File: src/rtl/ana_stk_pkg.sv
// ana_stk_pkg
//   Shared definitions for the digital-to-analog stick emulator:
//   the sweep FSM state encoding, the hold-counter width and the
//   default values of every tunable parameter.
package ana_stk_pkg;

   typedef enum logic [0:0] {
      IDLE  = 1'b0,
      SWEEP = 1'b1
   } state_t;

   // Width of the per-axis saturating hold counter (saturates at 15).
   localparam int HCW = 4;

   localparam int NCH_DEF   = 4;
   localparam int W_DEF     = 8;
   localparam int LIM_DEF   = 120;
   localparam int DSLOW_DEF = 15;
   localparam int DFAST_DEF = 30;
   localparam int ACCT_DEF  = 4;
   localparam int DECAY_DEF = 15;

endpackage

File: src/rtl/ana_axis_step.sv
// ana_axis_step
//   Combinational next-state function for one emulated axis.
//   Given the current accumulator and hold count plus the sampled
//   PLUS/MINUS/HOLD bits it produces the updated accumulator (with
//   acceleration, self-centring decay and clamping) and hold count.
// Ports
//   acc       in  : current signed accumulator (W+2 bits)
//   hcnt      in  : current hold count
//   plus      in  : increase request
//   minus     in  : decrease request
//   hold      in  : 1 = keep position when released, 0 = decay to centre
//   acc_next  out : accumulator after this tick
//   hcnt_next out : hold count after this tick
module ana_axis_step
   import ana_stk_pkg::*;
#(
   parameter int W     = W_DEF,
   parameter int LIM   = LIM_DEF,
   parameter int DSLOW = DSLOW_DEF,
   parameter int DFAST = DFAST_DEF,
   parameter int ACCT  = ACCT_DEF,
   parameter int DECAY = DECAY_DEF
) (
   input  logic signed [W+1:0]  acc,
   input  logic [HCW-1:0]       hcnt,
   input  logic                 plus,
   input  logic                 minus,
   input  logic                 hold,
   output logic signed [W+1:0]  acc_next,
   output logic [HCW-1:0]       hcnt_next
);

   localparam logic [HCW-1:0] ACCT_C = HCW'(ACCT);
   localparam logic [HCW-1:0] HC_SAT = '1;

   // Arithmetic is done at 32 bits so that step + LIM can never wrap
   // before the clamp brings it back into range.
   logic signed [31:0] cur;
   logic signed [31:0] step;
   logic signed [31:0] sum;
   logic               one_dir;
   logic               opposite;

   always_comb begin
      cur       = {{(30-W){acc[W+1]}}, acc};
      one_dir   = plus ^ minus;
      // Pressing against the current deflection restarts acceleration.
      opposite  = (plus && (cur < 0)) || (minus && (cur > 0));
      step      = '0;
      sum       = cur;
      hcnt_next = hcnt;

      if (one_dir) begin
         if (opposite) begin
            step      = DSLOW;
            hcnt_next = '0;
         end else begin
            step      = (hcnt < ACCT_C) ? DSLOW : DFAST;
            hcnt_next = (hcnt == HC_SAT) ? hcnt : hcnt + 1'b1;
         end
         sum = plus ? (cur + step) : (cur - step);
      end else begin
         hcnt_next = '0;
         if (!hold) begin
            // Snap to zero inside the decay band so centring never overshoots.
            if (cur > DECAY)
               sum = cur - DECAY;
            else if (cur < -DECAY)
               sum = cur + DECAY;
            else
               sum = '0;
         end
      end

      if (sum > LIM)
         sum = LIM;
      else if (sum < -LIM)
         sum = -LIM;

      acc_next = sum[W+1:0];
   end

endmodule

File: src/rtl/digi_ana_stick.sv
// digi_ana_stick
//   Emulates NCH analog stick axes from digital direction buttons.
//   A TICK strobe launches a sweep in which one shared step unit
//   updates one axis per cycle. Each axis output is either the real
//   analog input (SEL=1) or CENTER + accumulator, registered every cycle.
// Ports
//   CLK     in  : clock, rising edge
//   RESET_N in  : asynchronous active-low reset
//   TICK    in  : one-cycle update strobe
//   PLUS    in  : per-axis increase request     [NCH]
//   MINUS   in  : per-axis decrease request     [NCH]
//   HOLD    in  : per-axis hold-on-release      [NCH]
//   SEL     in  : per-axis analog pass-through  [NCH]
//   ANA_IN  in  : real analog values, axis k at [k*W +: W]
//   AXIS    out : registered axis values, same packing
//   BUSY    out : high while a sweep is in progress
module digi_ana_stick
   import ana_stk_pkg::*;
#(
   parameter int NCH    = NCH_DEF,
   parameter int W      = W_DEF,
   parameter int LIM    = LIM_DEF,
   parameter int DSLOW  = DSLOW_DEF,
   parameter int DFAST  = DFAST_DEF,
   parameter int ACCT   = ACCT_DEF,
   parameter int DECAY  = DECAY_DEF,
   parameter int CENTER = 2**(W-1)-1
) (
   input  logic             CLK,
   input  logic             RESET_N,
   input  logic             TICK,
   input  logic [NCH-1:0]   PLUS,
   input  logic [NCH-1:0]   MINUS,
   input  logic [NCH-1:0]   HOLD,
   input  logic [NCH-1:0]   SEL,
   input  logic [NCH*W-1:0] ANA_IN,
   output logic [NCH*W-1:0] AXIS,
   output logic             BUSY
);

   localparam int             IW   = (NCH > 1) ? $clog2(NCH) : 1;
   localparam logic [IW-1:0]  LAST = IW'(NCH-1);

   state_t          state_reg, state_next;
   logic [IW-1:0]   index_reg, index_next;
   logic            pending_reg, pending_next;
   logic            upd;

   logic signed [W+1:0] acc_arr  [NCH];
   logic [HCW-1:0]      hcnt_arr [NCH];
   logic signed [W+1:0] step_acc;
   logic [HCW-1:0]      step_hcnt;

   // ---------------- sweep FSM: state register ----------------
   always_ff @(posedge CLK or negedge RESET_N) begin
      if (!RESET_N) begin
         state_reg   <= IDLE;
         index_reg   <= '0;
         pending_reg <= 1'b0;
      end else begin
         state_reg   <= state_next;
         index_reg   <= index_next;
         pending_reg <= pending_next;
      end
   end

   // ---------------- sweep FSM: next state ----------------
   always_comb begin
      state_next   = state_reg;
      index_next   = index_reg;
      pending_next = pending_reg;
      case (state_reg)
         IDLE: begin
            if (TICK) begin
               state_next = SWEEP;
               index_next = '0;
            end
         end
         SWEEP: begin
            // A second tick during a sweep is remembered once; extra ones are lost.
            if (TICK)
               pending_next = 1'b1;
            if (index_reg == LAST) begin
               index_next = '0;
               // A tick seen on the final cycle counts as pending too, so the
               // follow-up sweep starts back-to-back without an idle gap.
               if (pending_reg || TICK) begin
                  state_next   = SWEEP;
                  pending_next = 1'b0;
               end else begin
                  state_next = IDLE;
               end
            end else begin
               index_next = index_reg + 1'b1;
            end
         end
         default: begin
            state_next   = IDLE;
            index_next   = '0;
            pending_next = 1'b0;
         end
      endcase
   end

   // ---------------- sweep FSM: outputs ----------------
   always_comb begin
      upd  = (state_reg == SWEEP);
      BUSY = (state_reg == SWEEP);
   end

   // Shared step unit, fed with the axis selected by the sweep index.
   ana_axis_step #(
      .W     (W),
      .LIM   (LIM),
      .DSLOW (DSLOW),
      .DFAST (DFAST),
      .ACCT  (ACCT),
      .DECAY (DECAY)
   ) u_step (
      .acc       (acc_arr[index_reg]),
      .hcnt      (hcnt_arr[index_reg]),
      .plus      (PLUS[index_reg]),
      .minus     (MINUS[index_reg]),
      .hold      (HOLD[index_reg]),
      .acc_next  (step_acc),
      .hcnt_next (step_hcnt)
   );

   // ---------------- per-axis state and output registers ----------------
   genvar gi;
   generate
      for (gi = 0; gi < NCH; gi++) begin : g_axis
         logic signed [W+1:0] acc_reg;
         logic [HCW-1:0]      hcnt_reg;
         logic [W-1:0]        axis_reg;
         logic signed [31:0]  acc_ext;
         logic [W-1:0]        dig;

         assign acc_ext = {{(30-W){acc_reg[W+1]}}, acc_reg};
         // Truncation to W bits is intentional; the clamp keeps it in range.
         assign dig     = W'(acc_ext + CENTER);

         always_ff @(posedge CLK or negedge RESET_N) begin
            if (!RESET_N) begin
               acc_reg  <= '0;
               hcnt_reg <= '0;
               axis_reg <= W'(CENTER);
            end else begin
               // Accumulator keeps tracking even while passed through, so
               // releasing SEL resumes from the emulated position.
               if (upd && (index_reg == IW'(gi))) begin
                  acc_reg  <= step_acc;
                  hcnt_reg <= step_hcnt;
               end
               axis_reg <= SEL[gi] ? ANA_IN[gi*W +: W] : dig;
            end
         end

         assign acc_arr[gi]      = acc_reg;
         assign hcnt_arr[gi]     = hcnt_reg;
         assign AXIS[gi*W +: W]  = axis_reg;
      end
   endgenerate

endmodule

File: config.mk
export PLATFORM = sky130hd
export DESIGN_NAME = digi_ana_stick
export DESIGN_NICKNAME = d
export VERILOG_FILES = /design/src/rtl/ana_stk_pkg.sv /design/src/rtl/ana_axis_step.sv /design/src/rtl/digi_ana_stick.sv
export SDC_FILE = /design/constraint.sdc
export NUM_CORES = 1
export LEC_CHECK = 0
export ABC_AREA = 1
export CELL_PAD_IN_SITES_DETAIL_PLACEMENT = 0
export CELL_PAD_IN_SITES_GLOBAL_PLACEMENT = 1
export CORE_ASPECT_RATIO = 1.1
export CORE_MARGIN = 2
export CORE_UTILIZATION = 41
export DETAILED_ROUTE_END_ITERATION = 10
export GPL_TIMING_DRIVEN = 0
export PLACE_DENSITY_LB_ADDON = 0.1
export SETUP_SLACK_MARGIN = 0.02
export SLEW_MARGIN = 10
export SYNTH_ARGS = -nofsm -noshare
export SYNTH_HDL_FRONTEND = slang
export SYNTH_SLANG_ARGS = --single-unit
File: constraint.sdc
create_clock -name CLK -period 7.1 [get_ports CLK]
set_input_delay 1.42 -clock CLK [delete_from_list [all_inputs] [get_ports CLK]]
set_output_delay 1.42 -clock CLK [all_outputs]
set_load 0.02 [all_outputs]
-- Yosys cells after proc, flatten, opt, wreduce, memory -nomap -nowiden
Index checks and enable logic that the tools add are counted.
W data, S select, Z words.
- add/sub/neg operators: 10
- multipliers: 0
- div/mod/pow operators: 0
- $lt $le $gt $ge: 9
- eq/ne operators: 5
- shift-type cells: 0
- muxes and demuxes: 39
- bitwise gates (word level): 3
- reduce and logical (&&, ||, !) cells: 9
- operators with widths (cell ; count):
    $mux W32 ; 7
    $mux W10 ; 4
    $add A10 B32 Y32 ; 1
    $add A8 B8 Y8 const B ; 4
    $gt A32 B8 Y1 const B ; 1
    $lt A32 B8 Y1 const B ; 1
    $mux W8 ; 4
    $sub A10 B32 Y32 ; 1
    $bmux W10 S2 ; 1
    $mux W4 ; 5
    $add A10 B5 Y11 const B ; 1
    $sub A10 B5 Y11 const B ; 1
    $gt A10 B1 Y1 const B ; 1
    $gt A10 B5 Y1 const B ; 1
    $lt A10 B1 Y1 const B ; 1
    $lt A10 B5 Y1 const B ; 1
    $mux W1 ; 9
    $bmux W4 S2 ; 1
    $bmux W1 S2 ; 3
    $logic_and A1 B1 Y1 ; 6
    $mux W5 ; 1
    $add A4 B1 Y4 const B ; 1
    $eq A2 B2 Y1 const B ; 2
    $eq A4 B4 Y1 const B ; 1
    other kinds (14) ; 16
- register bits: 92
- bits in latches: 0
- bits in writable memories: 0
- bits in read-only memories: 0
- output and inout bits: 33
- logic and storage cells: 90
- memories kept: 0

-- Logic depth before layout (Yosys ltp)
Gate-level depths: netlist of run 1.
- depth after elaboration: 15
- gate-level depth with buffers: 35

-- Modules after synthesis
A second synthesis of run 1 with hierarchy kept.
- cells, all modules: 967
- area, all modules: 6839.1 um^2
- by module, submodules not included (module ; times used ; cells each ; area an instance (um^2) ; sequential area each (um^2)):
    digi_ana_stick ; 1 ; 554 ; 4491.8 ; 2337.2
    ana_axis_step ; 1 ; 413 ; 2347.3 ; 0.0

-- Worst setup path before layout of run 1
Ideal clock, no wire load.
- kind: input port to flip-flop
- start: in PLUS[3]
- end: reg g_axis[3].acc_reg[3]
- arrival time: 5.893 ns
- data required time: 6.982 ns
- slack: 1.089 ns
- stages: 31
- path buffers: 0
- path through: nand2_1 -> nand3_1 -> nand2_1 -> inv_2 -> ha_1 -> a31oi_1 -> o21ai_0 -> ha_1 -> inv_1 -> ha_1 -> nand2_1 -> nor2_1 -> nor2_1 -> o21ai_0 -> nand2_1 -> o21bai_1 -> a21oi_1 -> inv_1 -> fa_1 -> o41ai_1 -> o21ai_0 -> a21oi_1 -> nand2_1 -> inv_1 -> nand2_1 -> nor2_1 -> nand3_2 -> a21boi_1 -> nand2_1 -> nand2_1 -> nand2_1
- cells in the longest elaborated chain, start to end: 12
- elaborated cells on any way between the ends: 15
- RTL lines (item ; RTL line ; text):
    start, declared ; digi_ana_stick.sv:32 ; input logic [NCH-1:0] PLUS,
    $bmux W1 S2 (*) ; digi_ana_stick.sv:122 ; .plus (PLUS[index_reg]),
    $mux W1 (not written as such) (*) ; digi_ana_stick.sv:122 ;
    $logic_and A1 B1 Y1 ; ana_axis_step.sv:48 ; opposite = (plus && (cur < 0)) || (minus && (cur > 0));
    $logic_or A1 B1 Y1 ; ana_axis_step.sv:48 ;
    $mux W32 ; ana_axis_step.sv:54 ; if (opposite) begin
    $mux W32 ; ana_axis_step.sv:53 ; if (one_dir) begin
    $sub A10 B32 Y32 or $add A10 B32 Y32 (tied branches) ; ana_axis_step.sv:61 ; sum = plus ? (cur + step) : (cur - step);
    $mux W32 ; ana_axis_step.sv:61 ;
    $mux W32 (*) ; ana_axis_step.sv:53 ;
    $lt A32 B8 Y1 ; ana_axis_step.sv:77 ; else if (sum < -LIM)
    $mux W10 ; ana_axis_step.sv:77 ;
    $mux W10 (*) ; ana_axis_step.sv:75 ; if (sum > LIM)
    end signal, assigned ; digi_ana_stick.sv:152 ; acc_reg <= step_acc;
    end, declared ; digi_ana_stick.sv:133 ; logic signed [W+1:0] acc_reg;
Mark *: on every way between the ends. The rest lies on a longest branch, timed or not. The select of a mux whose other input is x is not followed.
A chain may end at the register's enable or synchronous reset.

-- Final worst setup path of run 1
- start: in PLUS[1]
- end: reg g_axis[2].acc_reg[2]
- cells in the longest elaborated chain, start to end: 12
- elaborated cells on any way between the ends: 15
- RTL lines (item ; RTL line):
    $bmux W1 S2 (*) ; digi_ana_stick.sv:122
    $mux W1 (not written as such) (*) ; digi_ana_stick.sv:122
    $logic_and A1 B1 Y1 ; ana_axis_step.sv:48
    $logic_or A1 B1 Y1 ; ana_axis_step.sv:48
    $mux W32 ; ana_axis_step.sv:54
    $mux W32 ; ana_axis_step.sv:53
    $sub A10 B32 Y32 or $add A10 B32 Y32 (tied branches) ; ana_axis_step.sv:61
    $mux W32 ; ana_axis_step.sv:61
    $mux W32 (*) ; ana_axis_step.sv:53
    $lt A32 B8 Y1 ; ana_axis_step.sv:77
    $mux W10 ; ana_axis_step.sv:77
    $mux W10 (*) ; ana_axis_step.sv:75
    end signal, assigned ; digi_ana_stick.sv:152
    end, declared ; digi_ana_stick.sv:133
Marked as above.

==> impl_results.md, run 1 <==
* Setup TNS at 0 ps
* Clock transition at path regs at 70 ps
* Clock Skews at 11.9 ps
* Yosys Warn Count at 0
* Setup crit start: PLUS[1]
* Die Ht at 138 µm
* Hpwl dp at 14800 µm
* Root Driver: clkbuf_16
* Maximum fanout along the worst path at 13
* CTS buffer count at 9
* Syn Inst Count at 957
* R2r startpoint: index_reg[0]
* Vias in the first global route at 6314
* Critical path class: input port to register
* Top delay family on crit path: compound AO/OA/AOI/OAI gates
* Slowest CP cell: fa_1
* RSZ-0062 raised after global routing: no
* Worst setup SP type: input port
* Share of cells above drive strength 1 at 11.3%
* Hold Fails Final Rpt at 0
* GRT Overall Usage at 23.2%
* HP Class: register to register
* Crit share post-route at 93.8%
* CP most frequent cell: nand2_1
* Clock insertion delay at the later pin of the skew report at 350 ps
* DP Worst Slack at -585 ps
* Largest net degree at the start of global routing at 58
* # rows at 48
* Final nets at 1132
* Synthesized area per cell at 6.98 µm²
* CTS Buffer Depth at 2
* Setup ws final at 443 ps
* Antenna diodes at 0
* EDFF count, synth at 0
* Total grt overflow at 0
* Flip-flop and latch area at 2340 µm²
* Fmax at 150 MHz
* Fraction of registers with async set/reset at 100%
* Port Buffers at 80
* Crit path DAT at 6940 ps
* Max reg flops at 40
* Final setup viols at 0
* Detailed-route via count at 6378
* Average wire per standard cell at 15.2 µm
* # H-tree levels at 3
* Dominant synthesized flop cell: dfrtp_1
* First-pass GRT wire length at 31800 µm
* Mapped Area at 6680 µm²
* Yosys cell types at 48
* Area of the multi-input gates at 3800 µm²
* Remaining antenna violation count after routing at 0
* Ports at 84
* # DRC at 0
* Num Clock Sinks at 92
* Post-synthesis sequential area ratio at 35.0%
* CP bufs+invs at 5
* DR vias/cell at 5.09
* 1st-pass router iterations at 5
* Initial antenna violation count at 0
* Gp weighted congestion at 0.913
* Fill cells at 1629
* Final Instance Count excl. Fillers at 1254
* Starting Density at 42.3%
* Status: completed
* Worst path max stage delay at 450 ps
* Minimum clock period at 6660 ps
* WL final at 19000 µm
* Hold_buf cts at 0
* Syn nets at 1040
* Cell count after placement at 1238
* Flops & latches, synth at 92
* Core Area at 15800 µm²
* TritonCTS clock tree: yes
* Worst slew pin tran at 547 ps
* Critical path data required time at 7390 ps
* Die X at 126 µm
* Max-slew violation count at 0
* Worst slew margin at 63.1%
* Worst Hold Launch: g_axis[0].acc_reg[9]
* Die Footprint at 17300 µm²
* Critical path capture point type: register
* Drt first-iter violations at 360
* Area grow syn2layout at 21.1%
* Max Cap Violations at 0
## worst paths after layout
| check | slack, ps | to | cells past startpoint |
|---|---|---|---|
| hold reg to reg | 480 | g_axis[0].acc_reg[9] | 2 |
| min in group asynchronous | 1030 | g_axis[0].hcnt_reg[0] | 1 |
| setup / recovery | 440 | g_axis[2].acc_reg[2] | 31 |
| hold / removal | 480 | g_axis[0].acc_reg[9] | 2 |
| max in group asynchronous | 5360 | g_axis[0].axis_reg[5] | 2 |
| setup reg to reg | 800 | g_axis[2].acc_reg[2] | 33 |
## what timing repair did
action,4_1_cts,5_1_grt
pin swaps,0,0
cloned,0,0
gates resized for setup,1,4
endpoints found under the setup margin,28,28
setup buffers,0,0
## cell usage after synthesis, types with 2 or more instances
library cell / number / area, µm²
nand3_1: 85 / 425
nand2_1: 329 / 1230
nand3_2: 9 / 90.1
xnor2_1: 6 / 52.6
dfstp_2: 28 / 736
inv_1: 88 / 330
buf_4: 3 / 22.5
buf_2: 5 / 25.0
nand4_1: 11 / 68.8
nor2_4: 2 / 22.5
nor3_1: 3 / 15.0
fa_1: 8 / 160
inv_2: 8 / 30.0
nor2_1: 82 / 308
clkbuf_1: 11 / 41.3
nor2_2: 6 / 37.5
clkinv_1: 5 / 18.8
xor2_1: 9 / 78.8
o41ai_1: 2 / 17.5
o21bai_1: 2 / 15.0
or2_2: 9 / 56.3
dfrtp_1: 64 / 1600
o21ai_1: 2 / 10.0
a32oi_1: 2 / 17.5
a31oi_1: 18 / 113
a21oi_1: 32 / 160
buf_6: 8 / 90.1
ha_1: 24 / 300
o211ai_1: 4 / 30.0
a21boi_2: 3 / 33.8
nand2_2: 12 / 75.1
o21ai_0: 58 / 290
nand2_4: 3 / 33.8
o22ai_1: 2 / 12.5
## cell type report
type | instances | area share (%)
multi-input combinational | 736 | 47.0
sequential | 92 | 28.9
timing repair buffer | 81 | 10.2
inverter | 102 | 4.77
tap | 200 | 3.09
clock buffer | 11 | 3.00
buffer | 27 | 2.21
clock inverter | 5 | 0.836
## metal layers
metal	part of all wire (%)	track usage, %	routed length (µm)
met1	45	30.3	8560
met4	2.9	8.27	558
met3	5.1	2.97	977
met5	0	0	0
met2	47	39.9	8940
## layout by cell type, fill, tap and decap left out, types with 4 or more instances in the layout
| master | n |
|---|---|
| a21oi_1 | 32 |
| a31oi_1 | 17 |
| buf_2 | 5 |
| buf_4 | 4 |
| buf_6 | 8 |
| clkbuf_1 | 12 |
| clkbuf_16 | 9 |
| clkdlybuf4s50_1 | 79 |
| clkinv_1 | 5 |
| dfrtp_1 | 64 |
| dfstp_2 | 28 |
| fa_1 | 8 |
| ha_1 | 24 |
| inv_1 | 88 |
| inv_2 | 8 |
| nand2_1 | 328 |
| nand2_2 | 12 |
| nand2_4 | 4 |
| nand3_1 | 85 |
| nand3_2 | 9 |
| nand4_1 | 11 |
| nor2_1 | 82 |
| nor2_2 | 6 |
| o211ai_1 | 4 |
| o21ai_0 | 57 |
| or2_2 | 9 |
| xnor2_1 | 6 |
| xor2_1 | 9 |
## worst register-to-register path: cells and delay by family (launching register included)
family,cells,cell delay [ps]
simple gates,16,2090
compound gates,9,2030
fa+ha+maj,3,1070
buf+inv,5,560
flops,1,460
## per-stage QoR
step / hold slack (ps) / util (%) / instance area (µm²)
2_1_floorplan: 446 / - / 6680
3_3_place_gp: 465 / 48.9 / 7730
3_5_place_dp: 467 / 49.1 / 7750
4_1_cts: 485 / 51.1 / 8070
5_1_grt: 495 / 51.2 / 8090
6_report: 480 / 51.2 / 8090
## logic make-up after synthesis
group / share of synthesized area (%)
fa+ha+maj: 6.90
flops: 35.0
compound gates: 11.6
xor+xnor: 1.97
simple gates: 36.1
buf+inv: 8.45
Power of run 1 is left out: the tool's default activity adds up to more than one toggle a clock period on the data nets, which glitch-free logic cannot reach.
==> run 2: changes to the inputs <==
- CAP_MARGIN: default -> 10
- GPL_ROUTABILITY_DRIVEN: default -> 0
==> results of run 2 <==
The final DEF is identical to that of run 1; final timing and power are the same.
Power of run 2 is left out for the same reason.
==> run 3: changes to the inputs <==
- CORE_ASPECT_RATIO: 1.1 -> default
==> run 3 against run 2 <==
  * Setup slack improved by 120 ps
  * Core utilization fell by 0.12 points
  * Final area rose by 0.34%
  * Maximum frequency rose by 1.8%
  * Highest routed layer unchanged
  * First-iteration DRC count fell by 13%
  * Die area barely moved
  * Cell count rose by 1.3%
  * Register-to-register slack improved by 70 ps
  * Flip-flop and latch count did not move
==> impl_results.md, run 3 (same netlist as run 1, synthesis figures left out) <==
* Top delay family on crit path: compound AO/OA/AOI/OAI gates
* Num Clock Sinks at 92
* Critical path capture point type: register
* First-pass GRT wire length at 31400 µm
* DR vias/cell at 5.02
* CP most frequent cell: nand2_1
* DR WL met2 at 8630 µm
* Crit share post-route at 92.1%
* # DRC at 0
* RSZ-0062 raised after global routing: no
* Critical path data required time at 7340 ps
* Share of cells above drive strength 1 at 11.6%
* Final nets at 1132
* Clock transition at path regs at 70 ps
* CP bufs+invs at 4
* Fill cells at 1676
* Highest Signal Layer: met4
* # rows at 46
* Final setup viols at 0
* 1st-pass router iterations at 7
* Ports at 84
* Worst path max stage delay at 530 ps
* Post-CTS setup buffer count at 0
* Average wire per standard cell at 15.0 µm
* Die X at 132 µm
* # H-tree levels at 3
* Hold Fails Final Rpt at 0
* Maximum fanout along the worst path at 13
* Cell count after placement at 1254
* HP Class: register to register
* Initial antenna violation count at 0
* Worst setup SP type: input port
* WL final at 19100 µm
* Status: completed
* Hpwl dp at 14900 µm
* Port Buffers at 80
* Worst slew pin tran at 526 ps
* GRT Overall Usage at 22.6%
* Detailed-route via count at 6380
* Fmax at 153 MHz
* TritonCTS clock tree: yes
* Critical path class: input port to register
* Die Footprint at 17300 µm²
* Max-slew violation count at 0
* Most frequent cells in the layout: nand2_1, inv_1, nand3_1
* Max reg flops at 40
* Total grt overflow at 0
* Minimum clock period at 6540 ps
* Remaining antenna violation count after routing at 0
* Largest net degree at the start of global routing at 63
* Drt first-iter violations at 312
* CTS buffer count at 9
* Slowest CP cell: fa_1
* Clock insertion delay at the later pin of the skew report at 350 ps
* Worst slew margin at 64.9%
* Root Driver: clkbuf_16
* Core Area at 15900 µm²
* Area grow syn2layout at 21.5%
* CTS Buffer Depth at 2
* Most common cell after layout, fill and taps aside: nand2_1
* Final Instance Count excl. Fillers at 1270
* Starting Density at 42.0%
* Vias in the first global route at 6076
* Antenna diodes at 0
* Met1 Wirelength at 9270 µm
* Clock Skews at 8.16 ps
* Crit path DAT at 6780 ps
* Met3 wire len at 875 µm
* Max Cap Violations at 0
* Die Ht at 132 µm
-- run 3: cell types whose count changed in the layout (fill, tap and decap cells not counted), sizes merged --
cell / before / now
clkinvlp: 0 / 1
clkinv: 6 / 7
clkbuf: 22 / 21
inv: 100 / 99
-- run 3: worst register-to-register path: cells and delay by family, from the launching register on --
| family | cells | cell delay, ps |
|---|---|---|
| compound gates | 9 | 1780 |
| fa+ha+maj | 3 | 1160 |
| buf+inv | 4 | 640 |
| flops | 1 | 380 |
| simple gates | 14 | 2160 |
-- run 3: layout make-up --
class	count	area, µm²	share of cell area [%]
Multi-Input combinational cell	736	3810	46.9
Sequential cell	92	2340	28.8
Timing Repair Buffer	81	826	10.2
Inverter	102	385	4.75
Tap cell	216	270	3.33
Clock buffer	10	239	2.95
Buffer	27	179	2.21
Clock inverter	6	71.3	0.879
-- run 3: repair_timing --
| action | in CTS | in global routing |
|---|---|---|
| hold buffers | 0 | 0 |
| gates resized for setup | 1 | 7 |
| pin swaps | 0 | 0 |
| endpoints found under the setup margin | 28 | 28 |
-- run 3: worst paths after layout --
kind / slack [ps] / startpoint / endpoint / cells past startpoint
worst max-delay path: 560 / PLUS[3] / g_axis[2].acc_reg[3] / 29
worst min-delay path: 480 / g_axis[1].hcnt_reg[1] / g_axis[1].hcnt_reg[1] / 2
worst max register to register: 870 / index_reg[1] / g_axis[2].acc_reg[3] / 30
worst min register to register: 480 / g_axis[1].hcnt_reg[1] / g_axis[1].hcnt_reg[1] / 2
max in group asynchronous: 5380 / RESET_N / g_axis[2].axis_reg[0] / 2
min in group asynchronous: 1010 / RESET_N / g_axis[2].hcnt_reg[1] / 1
-- run 3: per-stage QoR --
step	setup WS (ps)	area, µm²	hold WS (ps)	utilization (%)	TNS (ps)
finish	559	8110	482	51.1	0
global route	93.0	8110	506	51.1	0
CTS	22.1	8090	484	50.9	0
detailed placement	-593	7770	467	48.9	-14180
global placement	-655	7750	464	48.8	-15590
floorplan	1090	6680	446	-	0
-- run 3: per-layer routing --
| layer | vias to the layer above | GRT usage, % |
|---|---|---|
| met5 | - | 0 |
| li1 | 3273 | - |
| met4 | 0 | 6.10 |
| met3 | 22 | 3.82 |
| met2 | 147 | 36.1 |
| met1 | 2938 | 31.8 |
Power of run 3 is left out for the same reason.
